`src/rtl/p2p_pkg.sv`:
```
// Shared defaults and FSM encoding for the matrix-multiplier frame loader.
package p2p_pkg;

  localparam int P2P_DATA_W = 8;
  localparam int P2P_N_ELEM = 8;
  localparam int FRAME_LEN  = 2 * P2P_N_ELEM;

  typedef enum logic [1:0] {
    FILL      = 2'd0,
    STREAM    = 2'd1,
    WAIT_DONE = 2'd2
  } state_t;

endpackage

```
`src/rtl/p2p_frame_buf.sv`:
```
// Frame buffer: synchronous write, registered read that returns zero when not read.
module p2p_frame_buf #(
  parameter int DATA_W = 8,
  parameter int DEPTH  = 16,
  parameter int AW     = $clog2(DEPTH)
) (
  input  logic              clk,
  input  logic              rst,
  input  logic              wr_en_i,
  input  logic [AW-1:0]     wr_addr_i,
  input  logic [DATA_W-1:0] wr_data_i,
  input  logic              rd_en_i,
  input  logic [AW-1:0]     rd_addr_i,
  output logic [DATA_W-1:0] rd_data_o
);

  logic [DATA_W-1:0] mem [DEPTH];
  logic [DATA_W-1:0] rd_data_q;

  always_ff @(posedge clk) begin
    if (wr_en_i) mem[wr_addr_i] <= wr_data_i;
  end

  // The read register doubles as the loader's a_in output, so idle cycles drive zero.
  always_ff @(posedge clk or posedge rst) begin
    if (rst)          rd_data_q <= '0;
    else if (rd_en_i) rd_data_q <= mem[rd_addr_i];
    else              rd_data_q <= '0;
  end

  assign rd_data_o = rd_data_q;

endmodule

```
`src/rtl/p2p_matrix_loader.sv`:
```
// Buffers one host frame, replays it to the multiplier back-to-back, then waits for done.
module p2p_matrix_loader
  import p2p_pkg::*;
#(
  parameter int DATA_W  = P2P_DATA_W,
  parameter int N_ELEM  = P2P_N_ELEM,
  parameter int TIMEOUT = 64
) (
  input  logic              clk,
  input  logic              rst,
  input  logic [DATA_W-1:0] s_data_i,
  input  logic              s_valid_i,
  output logic              s_ready_o,
  output logic [DATA_W-1:0] a_in_o,
  output logic              start_o,
  input  logic              mult_done_i,
  output logic              frame_done_o,
  output logic              busy_o,
  output logic              err_o,
  output logic [1:0]        state_o
);

  localparam int FLEN = 2 * N_ELEM;
  localparam int PW   = $clog2(FLEN);
  localparam int TW   = (TIMEOUT > 0) ? $clog2(TIMEOUT + 1) : 1;
  localparam logic [PW-1:0] PTR_LAST = PW'(FLEN - 1);
  localparam logic [TW-1:0] TO_LAST  = TW'((TIMEOUT > 0) ? TIMEOUT - 1 : 0);

  state_t        state_q, state_d;
  logic [PW-1:0] wr_ptr_q, wr_ptr_d;
  logic [PW-1:0] rd_ptr_q, rd_ptr_d;
  logic          drain_q, drain_d;
  logic [TW-1:0] to_cnt_q, to_cnt_d;
  logic          start_q, start_d;
  logic          frame_done_q, frame_done_d;
  logic          err_q, err_d;
  logic          wr_en, rd_en;

  always_ff @(posedge clk or posedge rst) begin
    if (rst) begin
      state_q      <= FILL;
      wr_ptr_q     <= '0;
      rd_ptr_q     <= '0;
      drain_q      <= 1'b0;
      to_cnt_q     <= '0;
      start_q      <= 1'b0;
      frame_done_q <= 1'b0;
      err_q        <= 1'b0;
    end else begin
      state_q      <= state_d;
      wr_ptr_q     <= wr_ptr_d;
      rd_ptr_q     <= rd_ptr_d;
      drain_q      <= drain_d;
      to_cnt_q     <= to_cnt_d;
      start_q      <= start_d;
      frame_done_q <= frame_done_d;
      err_q        <= err_d;
    end
  end

  always_comb begin
    state_d      = state_q;
    wr_ptr_d     = wr_ptr_q;
    rd_ptr_d     = rd_ptr_q;
    drain_d      = drain_q;
    to_cnt_d     = to_cnt_q;
    start_d      = 1'b0;
    frame_done_d = 1'b0;
    err_d        = err_q;
    wr_en        = 1'b0;
    rd_en        = 1'b0;
    case (state_q)
      FILL: begin
        if (s_valid_i) begin
          wr_en = 1'b1;
          if (wr_ptr_q == PTR_LAST) begin
            state_d  = STREAM;
            rd_ptr_d = '0;
            drain_d  = 1'b0;
          end else begin
            wr_ptr_d = wr_ptr_q + 1'b1;
          end
        end
      end
      STREAM: begin
        // Reads are issued one cycle ahead; drain_q marks the cycle after the last read.
        if (!drain_q) begin
          rd_en   = 1'b1;
          start_d = 1'b1;
          if (rd_ptr_q == PTR_LAST) drain_d  = 1'b1;
          else                      rd_ptr_d = rd_ptr_q + 1'b1;
        end else begin
          state_d  = WAIT_DONE;
          drain_d  = 1'b0;
          to_cnt_d = '0;
        end
      end
      WAIT_DONE: begin
        // mult_done is tested first so it wins over a coincident timeout.
        if (mult_done_i) begin
          frame_done_d = 1'b1;
          state_d      = FILL;
          wr_ptr_d     = '0;
        end else if ((TIMEOUT != 0) && (to_cnt_q == TO_LAST)) begin
          err_d    = 1'b1;
          state_d  = FILL;
          wr_ptr_d = '0;
        end else if (to_cnt_q != '1) begin
          to_cnt_d = to_cnt_q + 1'b1;
        end
      end
      default: state_d = FILL;
    endcase
  end

  p2p_frame_buf #(
    .DATA_W (DATA_W),
    .DEPTH  (FLEN),
    .AW     (PW)
  ) u_buf (
    .clk       (clk),
    .rst       (rst),
    .wr_en_i   (wr_en),
    .wr_addr_i (wr_ptr_q),
    .wr_data_i (s_data_i),
    .rd_en_i   (rd_en),
    .rd_addr_i (rd_ptr_q),
    .rd_data_o (a_in_o)
  );

  assign s_ready_o    = (state_q == FILL);
  assign busy_o       = (state_q != FILL);
  assign start_o      = start_q;
  assign frame_done_o = frame_done_q;
  assign err_o        = err_q;
  assign state_o      = state_q;

endmodule

```
`config.mk`:
```
export PLATFORM = sky130hd
export DESIGN_NAME = p2p_matrix_loader
export DESIGN_NICKNAME = d
export VERILOG_FILES = /design/src/rtl/p2p_pkg.sv /design/src/rtl/p2p_frame_buf.sv /design/src/rtl/p2p_matrix_loader.sv
export SDC_FILE = /design/constraint.sdc
export NUM_CORES = 1
export LEC_CHECK = 0
export ABC_AREA = 1
export CAP_MARGIN = 20
export CORE_MARGIN = 2
export CORE_UTILIZATION = 40
export DETAILED_ROUTE_END_ITERATION = 8
export DONT_BUFFER_PORTS = 1
export PLACE_DENSITY = 0.53
export SETUP_SLACK_MARGIN = 0.05
export SYNTH_ARGS = -nofsm -noshare
export SYNTH_HDL_FRONTEND = slang
export SYNTH_SLANG_ARGS = --single-unit
```
`constraint.sdc`:
```
create_clock -name clk -period 4.1 [get_ports clk]
set_input_delay 0.615 -clock clk [delete_from_list [all_inputs] [get_ports clk]]
set_output_delay 0.615 -clock clk [all_outputs]
set_load 0.005 [all_outputs]
```
==> metrics.cfg, run 1 <==
[global_routing]
grt_max_degree = 67
grt_pass1_wl_um = 27300
gr-total-overflow = 0
antenna_found_initial = 0
groute.usage.overall = 0.205
first_global_vias = 4747

[cells_and_area]
stdcell_area_sq_mm = 0.00766
stdcell_count = 921
layout.nets = 701
syn2layout_area_growth_pct = 10.9
drive_above_1_share = 0.0761
n_antenna_cell = 0

[clock_network]
cts_made_buffers = 17
cts_resized = 0
clkLatencyLatePin_ns = 0.43
cts_tree = yes
hold_buffers = 0
root_buffer = clkbuf_16
cts.sinks = 157
path_clk_slew_ns = 0.07
clock_path_buffers = 2
post-cts-setup-buffer-count = 0
cts_max_level = 4

[logic_synthesis]
synth_edf_count = 128
syn_avg_cell_area_sq_um = 10.1
synth-async-reset-ratio = 0.185
synth-main-ff-cell = edfxtp_1
synth-seq-area-share = 0.661
synth_top_area_cell = edfxtp_1
synth_warnings = 0
netlist_area_sq_mm = 0.00691
ys_top_cells_by_area = edfxtp_1 (56%), nand2_1 (13%), dfrtp_1 (11%)
syn_inst = 685
synth_common_cells = nand2_1 (240), edfxtp_1 (128), nand3_1 (94), inv_1 (85), dfrtp_1 (29)
syn_nets = 703
synthDistinctLibCells = 25
synth.most_common_cell = nand2_1
yosysTopAreaCellShare = 0.556
synth_seq_cells = 157

[route]
antenna_left = 0
drtPass1Iterations = 5
drc = 0
drt_wl_total_um = 17400
num_vias = 4681
drt-initial-drc-count = 439
wl_per_cell_um = 18.9
routed_via_density = 5.08

[min_path]
min_path_type = in2async

[timing]
rsz0062_at_grt = no
fmax_mhz = 442
finClkSkew_ns = 0.00844
finalCritPeriodShare = 0.552
drv_slew = 0
finalSetupViolations = 0
hold_slack_ns = 0.161
min_period_ns = 2.26
hold_violations = 0
worstMarginPinSlew_ns = 0.999
fin_tns_setup_ns = 0
relSlewSlack = 0.333

[critical_path]
critical_path_peak_fanout = 5
required_ns = 4.24
critical_path_class = reg2reg
critPathCaptureType = flip-flop
worstPathArrival_ns = 2.40
startpoint_type = flip-flop

[placement]
io_buffer_count = 0
placed_cells = 889
place_area_sq_mm = 0.00709
dpl.hpwl_um = 11300
gp_congestion = 0.943

[power_and_ir_drop]
irDropWorstVdd_v = 0.000294
leakage_nw = 3.25
p_per_area_mw_per_mm2 = 505

[floorplan]
die_w_um = 135
coreArea_sq_mm = 0.0171
die_area_sq_mm = 0.0183
io_pins = 27
initial_core_util = 0.404
die_y_um = 135
rows = 48

[flow_run]
cap_violations = 0

[run_status]
status = finished, final reports clean

[final cells by class]
cell class,instances,area (sq um)
inverters,89,334
well taps,225,282
flip-flops and latches,157,4570
fillers,1662,9450
clock inverters,15,145
multi-input cells,411,1850
repair buffers,7,57.6
clock buffers,17,425
[metal layers]
metal / vias up / routed length, um / part of all wire / GRT usage
met3: 33 / 1070 / 0.062 / 0.0520
li1: 2224 / - / - / -
met1: 2267 / 7700 / 0.44 / 0.281
met5: - / 0 / 0 / 0
met2: 157 / 8200 / 0.47 / 0.318
met4: 0 / 413 / 0.024 / 0.0775
[final timing paths]
check / from / end / slack, ns / cells past startpoint
worst max-delay path: state_o[0] / u_buf.mem[3][0] / 1.84 / 6
worst min-delay path: rst / u_buf.rd_data_o[0] / 0.16 / 2
worst max register to register: state_o[0] / u_buf.mem[3][0] / 1.84 / 6
worst min register to register: drain_q / start_o / 0.47 / 1
max in group asynchronous: rst / rd_ptr_q[0] / 3.62 / 2
min in group clk: s_data_i[5] / u_buf.mem[5][5] / 0.28 / 0
[through the flow]
step                      utilization  worst slack (ns)  power, W
after global placement          0.412              1.62   0.00235
after detailed placement        0.414              1.79   0.00236
after floorplan                     -              2.24   0.00222
final                           0.448              1.84   0.00387
after CTS                       0.448              1.79   0.00390
after global routing            0.448              1.75   0.00403
[kinds of logic after synthesis]
logic type | count (synthesis) | share of synthesized area
AOI/OAI and AO/OA | 33 | 0.0250
adders and majority gates | 6 | 0.0109
buffers and inverters | 117 | 0.0713
DFF | 157 | 0.661
and+or+nand+nor | 372 | 0.232
[where the power goes]
part / total [W] / switching, W / leakage [nW] / internal (W)
Sequential: 0.00193 / 0.0000564 / 1.55 / 0.00188
Combinational: 0.000391 / 0.000292 / 1.42 / 0.0000983
Clock: 0.00155 / 0.000655 / 0.278 / 0.000893
[worst max-delay path, cell delays in order, from the launching register on]
cell	delay, ns
dfrtp_1	0.45
nor2_2	0.21
inv_2	0.09
nor2_4	0.15
inv_1	0.10
nor3_1	0.67
buf_2	0.30
[layout by cell type (no fill, tap or decap), types with 5 or more instances in the layout]
master     synthesis  routed
a21oi_1           16      16
nand2_1          240     240
dfrtp_1           29      28
nor2_1            18      18
edfxtp_1         128     128
nand3_1           94      94
nand2_2            5       5
inv_1             85      85
o21ai_0           14      14
clkbuf_16          0      17
ha_1               6       6
[flip-flops by register name, indices dropped and copies added (netlist names)]
name	flops
drain_q	1
err_o	1
frame_done_o	1
rd_ptr_q	4
start_o	1
state_o	2
to_cnt_q	7
u_buf.mem	128
u_buf.rd_data_o	8
wr_ptr_q	4
No activity file was read; power rests on OpenSTA's default activity.
==> inputs of run 2 (changes only) <==
--- a/config.mk
+++ b/config.mk
@@ -11,7 +11,7 @@
 export CORE_UTILIZATION = 40
 export DETAILED_ROUTE_END_ITERATION = 8
 export DONT_BUFFER_PORTS = 1
-export PLACE_DENSITY = 0.53
+export PLACE_DENSITY = 0.55
 export SETUP_SLACK_MARGIN = 0.05
 export SYNTH_ARGS = -nofsm -noshare
 export SYNTH_HDL_FRONTEND = slang
==> constraint.sdc (replaced) <==
create_clock -name clk -period 1.9 [get_ports clk]
set_input_delay 0.285 -clock clk [delete_from_list [all_inputs] [get_ports clk]]
set_output_delay 0.285 -clock clk [all_outputs]
set_load 0.005 [all_outputs]
==> metrics.cfg, run 2 (synthesis results as in run 1) <==
[run_status]
status = finished, final reports clean

[critical_path]
critPathCaptureType = flip-flop
critical_path_class = reg2reg
startpoint_type = flip-flop
critical_path_peak_fanout = 8  ; +3
worstPathArrival_ns = 1.89  ; -0.51 ns
required_ns = 2.04  ; -2.20 ns

[global_routing]
grtUsageMet1 = 0.250  ; -0.0303
grt_max_degree = 41  ; -39%
met2_usage = 0.318  ; -0.000846
grt_pass1_wl_um = 25400  ; -7.0%
top_usage_layer = met2
groute.usage.overall = 0.191  ; -0.0140
grtUsageMet3 = 0.0419  ; -0.0101
gr-total-overflow = 0  ; unchanged
first_global_vias = 4615  ; -2.8%
antenna_found_initial = 1  ; +1

[power_and_ir_drop]
leakage_nw = 3.42  ; +5.2%
irDropWorstVdd_v = 0.000714  ; +140%
p_per_area_mw_per_mm2 = 1090  ; +120%

[clock_network]
cts_made_buffers = 17  ; unchanged
root_buffer = clkbuf_16
path_clk_slew_ns = 0.06  ; about the same
clock_path_buffers = 2  ; unchanged
cts_max_level = 4  ; unchanged
cts_tree = yes
clkLatencyLatePin_ns = 0.43  ; about the same
cts.sinks = 157  ; unchanged

[route]
antenna_left = 0  ; unchanged
drtPass1Iterations = 5  ; unchanged
drt_wl_total_um = 16400  ; -5.7%
wl_per_cell_um = 17.3  ; -8.5%
num_vias = 4732  ; +1.1%
drc = 0  ; unchanged
drt-initial-drc-count = 483  ; +10%
routed_via_density = 4.98  ; -2.0%

[flow_run]
cap_violations = 0  ; unchanged

[min_path]
min_path_type = in2reg

[cells_and_area]
drive_above_1_share = 0.102  ; +0.0261
stdcell_count = 950  ; +3.1%
stdcell_area_sq_mm = 0.00798  ; +4.2%
finish.utilization = 0.466  ; +0.0186
syn2layout_area_growth_pct = 15.5
layout.nets = 729  ; +4.0%
largest_register_ffs = 128  ; unchanged
fillers = 1585  ; -4.6%
final_cell_mix = nand2_1 (240), edfxtp_1 (128), nand3_1 (94)
regArea_sq_mm = 0.00457  ; unchanged
multiInputGateArea_sq_mm = 0.00185  ; unchanged
regMostFlops = u_buf.mem
final_common_cell = nand2_1

[floorplan]
initial_core_util = 0.404  ; unchanged
io_pins = 27  ; unchanged
die_area_sq_mm = 0.0183  ; unchanged
coreArea_sq_mm = 0.0171  ; unchanged
rows = 48  ; unchanged
die_w_um = 135  ; unchanged
die_y_um = 135  ; unchanged

[timing]
fmax_mhz = 572  ; +29%
fin_tns_setup_ns = 0  ; unchanged
relSlewSlack = 0.385  ; +0.0512
rsz0062_at_grt = no
hold_violations = 0  ; unchanged
drv_slew = 0  ; unchanged
worstMarginPinSlew_ns = 0.920  ; -0.0787 ns
finalCritPeriodShare = 0.921  ; +0.369
finClkSkew_ns = 0.00719  ; -0.00126 ns
finalSetupViolations = 0  ; unchanged
min_period_ns = 1.75  ; -0.512 ns

[placement]
place_area_sq_mm = 0.00726  ; +2.4%
dpl.hpwl_um = 10700  ; -4.7%
io_buffer_count = 0  ; unchanged
placed_cells = 907  ; +2.0%
gp_congestion = 0.876  ; -7.1%

==> run 2: changes by cell type in the layout (fill, tap and decap cells not counted), sizes merged <==
cell,previous run,this run
buf,7,25
bufinv,2,4
clkinv,9,6
clkinvlp,1,2
diode,0,1
dlygate4sd3,0,10
==> run 2: metal layers <==
metal	wire length [um]	share of wire	vias up
li1	-	-	2285
met1	7200	0.44	2305
met2	8220	0.50	121
met3	742	0.045	21
met4	249	0.015	0
met5	0	0	-
==> run 2: repair_timing <==
item | in CTS | in global routing
setup buffers | 0 | 0
hold buffers | 10 | 0
endpoints found under the hold margin | 135 | 0
resized for setup | 0 | 0
==> run 2: cell type report <==
| class | count | share of cell area |
|---|---|---|
| clock buffers | 17 | 0.0533 |
| well taps | 225 | 0.0353 |
| flip-flops and latches | 157 | 0.573 |
| multi-input cells | 411 | 0.232 |
| diodes | 1 | 0.000314 |
| repair buffers | 35 | 0.0408 |
| clock inverters | 15 | 0.0243 |
| inverters | 89 | 0.0419 |
==> run 2: per-stage QoR <==
step | hold WS [ns] | power [W] | setup slack (ns)
after floorplan | 0.363 | 0.00480 | 0.0391
after global placement | 0.117 | 0.00511 | 0.158
after detailed placement | 0.124 | 0.00513 | 0.144
after CTS | 0.0240 | 0.00878 | 0.131
after global routing | 0.0410 | 0.00907 | 0.0544
final | 0.0402 | 0.00870 | 0.151
==> run 2: where the power goes <==
group          total (W)  switching (W)  leakage [nW]  internal [W]
clock network    0.00357        0.00137         0.301       0.00220
logic           0.000967       0.000684          1.56      0.000284
registers        0.00416       0.000120          1.55       0.00404
total            0.00870        0.00218          3.42       0.00652
==> run 2: worst max-delay path, cell delays in order (launching register included) <==
cell and delay, ns:
dfrtp_1 0.45, nor2_2 0.20, inv_2 0.09, nor2_4 0.16, nand2_1 0.21, nor2_1 0.16
buf_4 0.19
==> run 2: worst paths after layout <==
kind / start / endpoint / slack (ns) / depth (start not counted)
max: state_o[0] / u_buf.mem[5][1] / 0.15 / 6
min: mult_done_i / err_o / 0.04 / 3
max reg2reg: state_o[0] / u_buf.mem[5][1] / 0.15 / 6
min reg2reg: drain_q / start_o / 0.49 / 1
max in group asynchronous: rst / rd_ptr_q[0] / 1.04 / 3
min in group asynchronous: rst / u_buf.rd_data_o[7] / 0.22 / 2
==> patch 1: new RTL, settings of run 2 <==
Put one more register stage on the output `err_o`, cleared by the reset. The value now appears one clock later. The other outputs are not delayed to match.
--- a/src/rtl/p2p_matrix_loader.sv
+++ b/src/rtl/p2p_matrix_loader.sv
@@ -133,5 +133,11 @@
   assign start_o      = start_q;
   assign frame_done_o = frame_done_q;
-  assign err_o        = err_q;
+  always_ff @(posedge clk or posedge rst) begin
+    if (rst) begin
+      err_o <= '0;
+    end else begin
+      err_o <= err_q;
+    end
+  end
   assign state_o      = state_q;
 
Behaviour: same outputs for any inputs over 10 cycles, from zero or initial values and one cycle with rst high; that may be too few to reach the edited logic, so the function may still have changed.
==> patch 1 against run 2 <==
Area after synthesis rose by 0.34%. Setup slack gained 0.047 ns. Clock skew is 0.0070 ns higher. Wire length rose by 3.1%. Synthesized cell count is 0.15% higher. Final area hardly changed. Sequential cell count is 1 higher. Total power decreased by 1.1%. Critical path type unchanged. Largest cell class unchanged. Largest power group unchanged. Highest routed layer unchanged.
==> patch 1: results (changes against run 2) <==
* GPL Wtd Cong at 0.8914 (+1.7%)
* Total track usage at 0.1964 (+0.004910)
* Via-to-Cell Ratio at 5.001 (+0.40%)
* Largest cells by area after synthesis: edfxtp_1, nand2_1, dfrtp_1, nand3_1, inv_1
* Worst Clk Skew at 0.01416 ns (+0.006975 ns)
* Synthesized net count at 704 (+0.14%)
* Post CTS Setup Buffer Count at 0 (unchanged)
* Hold Slack at 0.04071 ns (+0.0005541 ns)
* Leakage at 3.413 nW (about the same)
* Clock share of power at 0.400 (-0.010)
* DP Worst Slack at 0.2117 ns (+0.06778 ns)
* Worst hold path depth at 3 (unchanged)
* CP endpoint: u_buf.mem[9][3]
* Sw Pwr at 0.002286 W (+5.0%)
* Initial antenna violation count at 0 (-1)
* Count of different cell masters after synthesis at 25 (unchanged)
* Fraction of layout cells with a size suffix above 1 at 0.1048 (+0.002618)
* IO Port Bufs at 0 (unchanged)
* Post-synth top cells: nand2_1, edfxtp_1, nand3_1
* Final Cycle Share at 0.8958 (-0.02476)
* Async SR Flop Fraction at 0.1899 (+0.005160)
* Mean routed wirelength per cell at 17.81 µm (+3.1%)
* Routed wire length at 16920 µm (+3.1%)
* Sw frac at 0.2657 (+0.01542)
* Placed cell area at 7287 µm² (+0.38%)
* Combinational cell power at 0.000979 W (+1%)
* Slowest stage delay, CP at 0.42 ns (-0.03 ns)
* Outcome: finished clean
* Register area share after synthesis at 0.6626 (+0.001342)
* Layout Nets at 730 (+0.14%)
* Inst Count DP at 908 (+0.11%)
* Number of diodes at 0 (-1)
* Worst R2R Setup Slack at 0.20 ns (+0.05 ns)
* First-pass GRT wire length at 26350 µm (+3.7%)
* Post-DP HPWL at 11040 µm (+3.0%)
* Initial DRC count at 446 (-7.7%)
* Largest Register: u_buf.mem
* Setup crit start: state_o[1]
* Largest net degree at the start of global routing at 48 (+17%)
* Hold Path Origin: mult_done_i
* CP arrival at 1.83 ns (-0.06 ns)
* Slew Viols, Final at 0 (unchanged)
* Worst VDD drop at 651.3 µV (-8.7%)
* Worst Max-Slew Pin Slew at 0.9620 ns (+0.04178 ns)
* Hold path endpoint: err_q
* Synthesized instance count at 686 (+0.15%)
* Most used DFF post-synth: edfxtp_1
* Final Hold Vio Count at 0 (unchanged)
patch 1: critical path: cells and delay by family (launching register included):
family	cells	cell delay [ns]
DFF	1	0.42
buffers and inverters	2	0.28
and+or+nand+nor	4	0.70
patch 1: layout make-up:
type / instances / area, µm²
fillers: 1617 / 9129
flip-flops and latches: 158 / 4596
multi-input cells: 411 / 1851
clock buffers: 17 / 425.4
inverters: 89 / 334.1
repair buffers: 35 / 325.3
well taps: 225 / 281.5
clock inverters: 15 / 175.2
patch 1: per-layer routing:
layer | vias up | part of all wire | GRT usage
met5 | - | 0 | 0
met4 | 0 | 0.015 | 0.06134
met3 | 21 | 0.050 | 0.04676
met2 | 143 | 0.49 | 0.3230
met1 | 2299 | 0.45 | 0.2585
li1 | 2288 | - | -
patch 1: cell families (layout without fill, tap and decap cells):
logic type / Yosys count / after routing / share of synthesized area
simple gates: 372 / 372 / 0.2311
fa+ha+maj: 6 / 6 / 0.01083
compound gates: 33 / 33 / 0.02490
flops: 158 / 158 / 0.6626
buf+inv: 117 / 156 / 0.07055
==> patch 2: new RTL, config.mk and constraints of run 2 <==
Made on the original files. Set the parameter `TIMEOUT` to 128 (it was 64).
--- a/src/rtl/p2p_matrix_loader.sv
+++ b/src/rtl/p2p_matrix_loader.sv
@@ -5,5 +5,5 @@
   parameter int DATA_W  = P2P_DATA_W,
   parameter int N_ELEM  = P2P_N_ELEM,
-  parameter int TIMEOUT = 64
+  parameter int TIMEOUT = 128
 ) (
   input  logic              clk,
Formal check against the unedited RTL: no difference found for any inputs over 10 cycles, from zero or initial values and one cycle with rst high; that may be too few to reach the edited logic, so the function may still have changed.
==> patch 2 against run 2 <==
Fmax down 2.4%. Area after synthesis grew 0.89%. Highest routed layer unchanged. Clock skew grew 0.00086 ns. Final cell count grew 2.0%. Sequential cell count is 1 higher. Setup slack lost 0.044 ns. Die area is 0.87% higher. Utilization is 0.36 points higher. Final area increased by 1.1%. Wire length rose by 3.7%.
Power is not compared: it rests on default switching activity, and its combinational part moved more than twofold at a synthesized area within 25%.
==> patch 2: results (changes against run 2) <==
* Hold Slack at 0.1462 ns (+0.1061 ns)
* Synthesized net count at 717 (+2.0%)
* Initial DRC count at 408 (-16%)
* Yosys warns at 0 (unchanged)
* Largest cells by area after synthesis: edfxtp_1, nand2_1, dfrtp_1, nand3_1, inv_1
* Min-delay worst type: in2reg
* Vias in the first global route at 4620 (+0.11%)
* GPL Wtd Cong at 0.8746 (-0.21%)
* Outcome: finished clean
* CTS max path bufs at 2 (unchanged)
* Slowest stage delay, CP at 0.40 ns (-0.05 ns)
* Fraction of layout cells with a size suffix above 1 at 0.1009 (-0.001268)
* DR vias at 4896 (+3.5%)
* Final Cycle Share at 0.9436 (+0.02308)
* Finished Core Util at 0.4699 (+0.003615)
* Worst R2R Setup Slack at 0.11 ns (-0.04 ns)
* Worst Clk Skew at 0.008043 ns (+0.0008567 ns)
* First-pass GRT wire length at 26240 µm (+3.3%)
* Syn avg cell area at 9.974 µm² (-1.1%)
* Drt drc at 0 (unchanged)
* Leakage at roughly 3.5 nW
* Layout Nets at 748 (+2.6%)
* Crit-path leading delay family: simple AND/OR/NAND/NOR gates
* Routed wire length at 17020 µm (+3.7%)
* Maxcap violations at 0 (unchanged)
* Worst-path maximum fanout at 8 (unchanged)
* CP arrival at 1.93 ns (+0.04 ns)
* Pre-antenna DRT Iters at 5 (unchanged)
* DP Worst Slack at 0.1225 ns (-0.02143 ns)
* Clock Tree Root: clkbuf_16
* Fillcell total at 1612 (+1.7%)
* Post-DP HPWL at 10980 µm (+2.3%)
* Mean routed wirelength per cell at 17.57 µm (+1.7%)
* Initial antenna violation count at 0 (-1)
* Max Used Layer: met4
* Post-CTS Hold Buffers at 10 (unchanged)
* Placed cell area at 7372 µm² (+1.6%)
* Async SR Flop Fraction at 0.1899 (+0.005160)
* Reg clk slew, reported paths at 0.06 ns (about the same)
* Total track usage at 0.1964 (+0.004873)
* Register area share after synthesis at 0.6590 (-0.002226)
* Inst Count DP at 926 (+2.1%)
* Met2 wire len at 8107 µm (-1.3%)
* WL met3 at 1016 µm (+37%)
* Slew margin rel. at 0.3622 (-0.02235)
* Count of different cell masters after synthesis at 27 (+8.0%)
* Max FFs per register at 128 (unchanged)
* Post-CTS sizing at 0 (unchanged)
* Post-Route M1 WL at 7565 µm (+5.0%)
* Post-synth top cells: nand2_1, edfxtp_1, nand3_1
patch 2: changes by cell type after synthesis, moves of 3 or more:
cell / before / now
buf_4: 5 / 0
buf_6: 2 / 5
nand2_1: 240 / 249
nand2_2: 5 / 1
nor2_1: 18 / 29
o21ai_0: 14 / 11
patch 2: power by group through the flow:
stage / logic [W] / clock network (W) / registers [W]
floorplan: 0.00146 / 0 / 0.00425
global placement: 0.00202 / 0 / 0.00433
detailed placement: 0.00205 / 0 / 0.00433
CTS: 0.00214 / 0.00351 / 0.00427
global route: 0.00240 / 0.00367 / 0.00430
finish: 0.00215 / 0.00342 / 0.00427
patch 2: layer usage:
metal / track usage / vias to the layer above
li1: - / 2338
met4: 0.06424 / 0
met2: 0.3157 / 173
met5: 0 / -
met1: 0.2603 / 2356
met3: 0.05108 / 29
patch 2: kinds of logic (layout without fill, tap and decap cells):
group | after synthesis | in the layout | share of synthesized area
other cells | 0 | 1 | 0
fa+ha+maj | 6 | 6 | 0.01077
simple gates | 388 | 388 | 0.2364
buf+inv | 119 | 163 | 0.07304
flops | 158 | 158 | 0.6590
compound gates | 28 | 28 | 0.02082
patch 2: final cells by class:
type                    instances  area share
diodes                          1   0.0003100
clock buffers                  18     0.05317
clock inverters                14     0.02077
inverters                      93     0.04387
multi-input cells             422      0.2314
flip-flops and latches        158      0.5694
well taps                     225     0.03488
repair buffers                 38     0.04619
patch 2: final timing paths:
check                             from            endpoint  cells after the start
hold reg to reg                drain_q             start_o                      1
hold / removal             mult_done_i          state_o[1]                      3
setup reg to reg            state_o[1]     u_buf.mem[6][1]                      6
min in group asynchronous          rst         rd_ptr_q[3]                      2
max in group asynchronous          rst  u_buf.rd_data_o[7]                      3
setup / recovery            state_o[1]     u_buf.mem[6][1]                      6
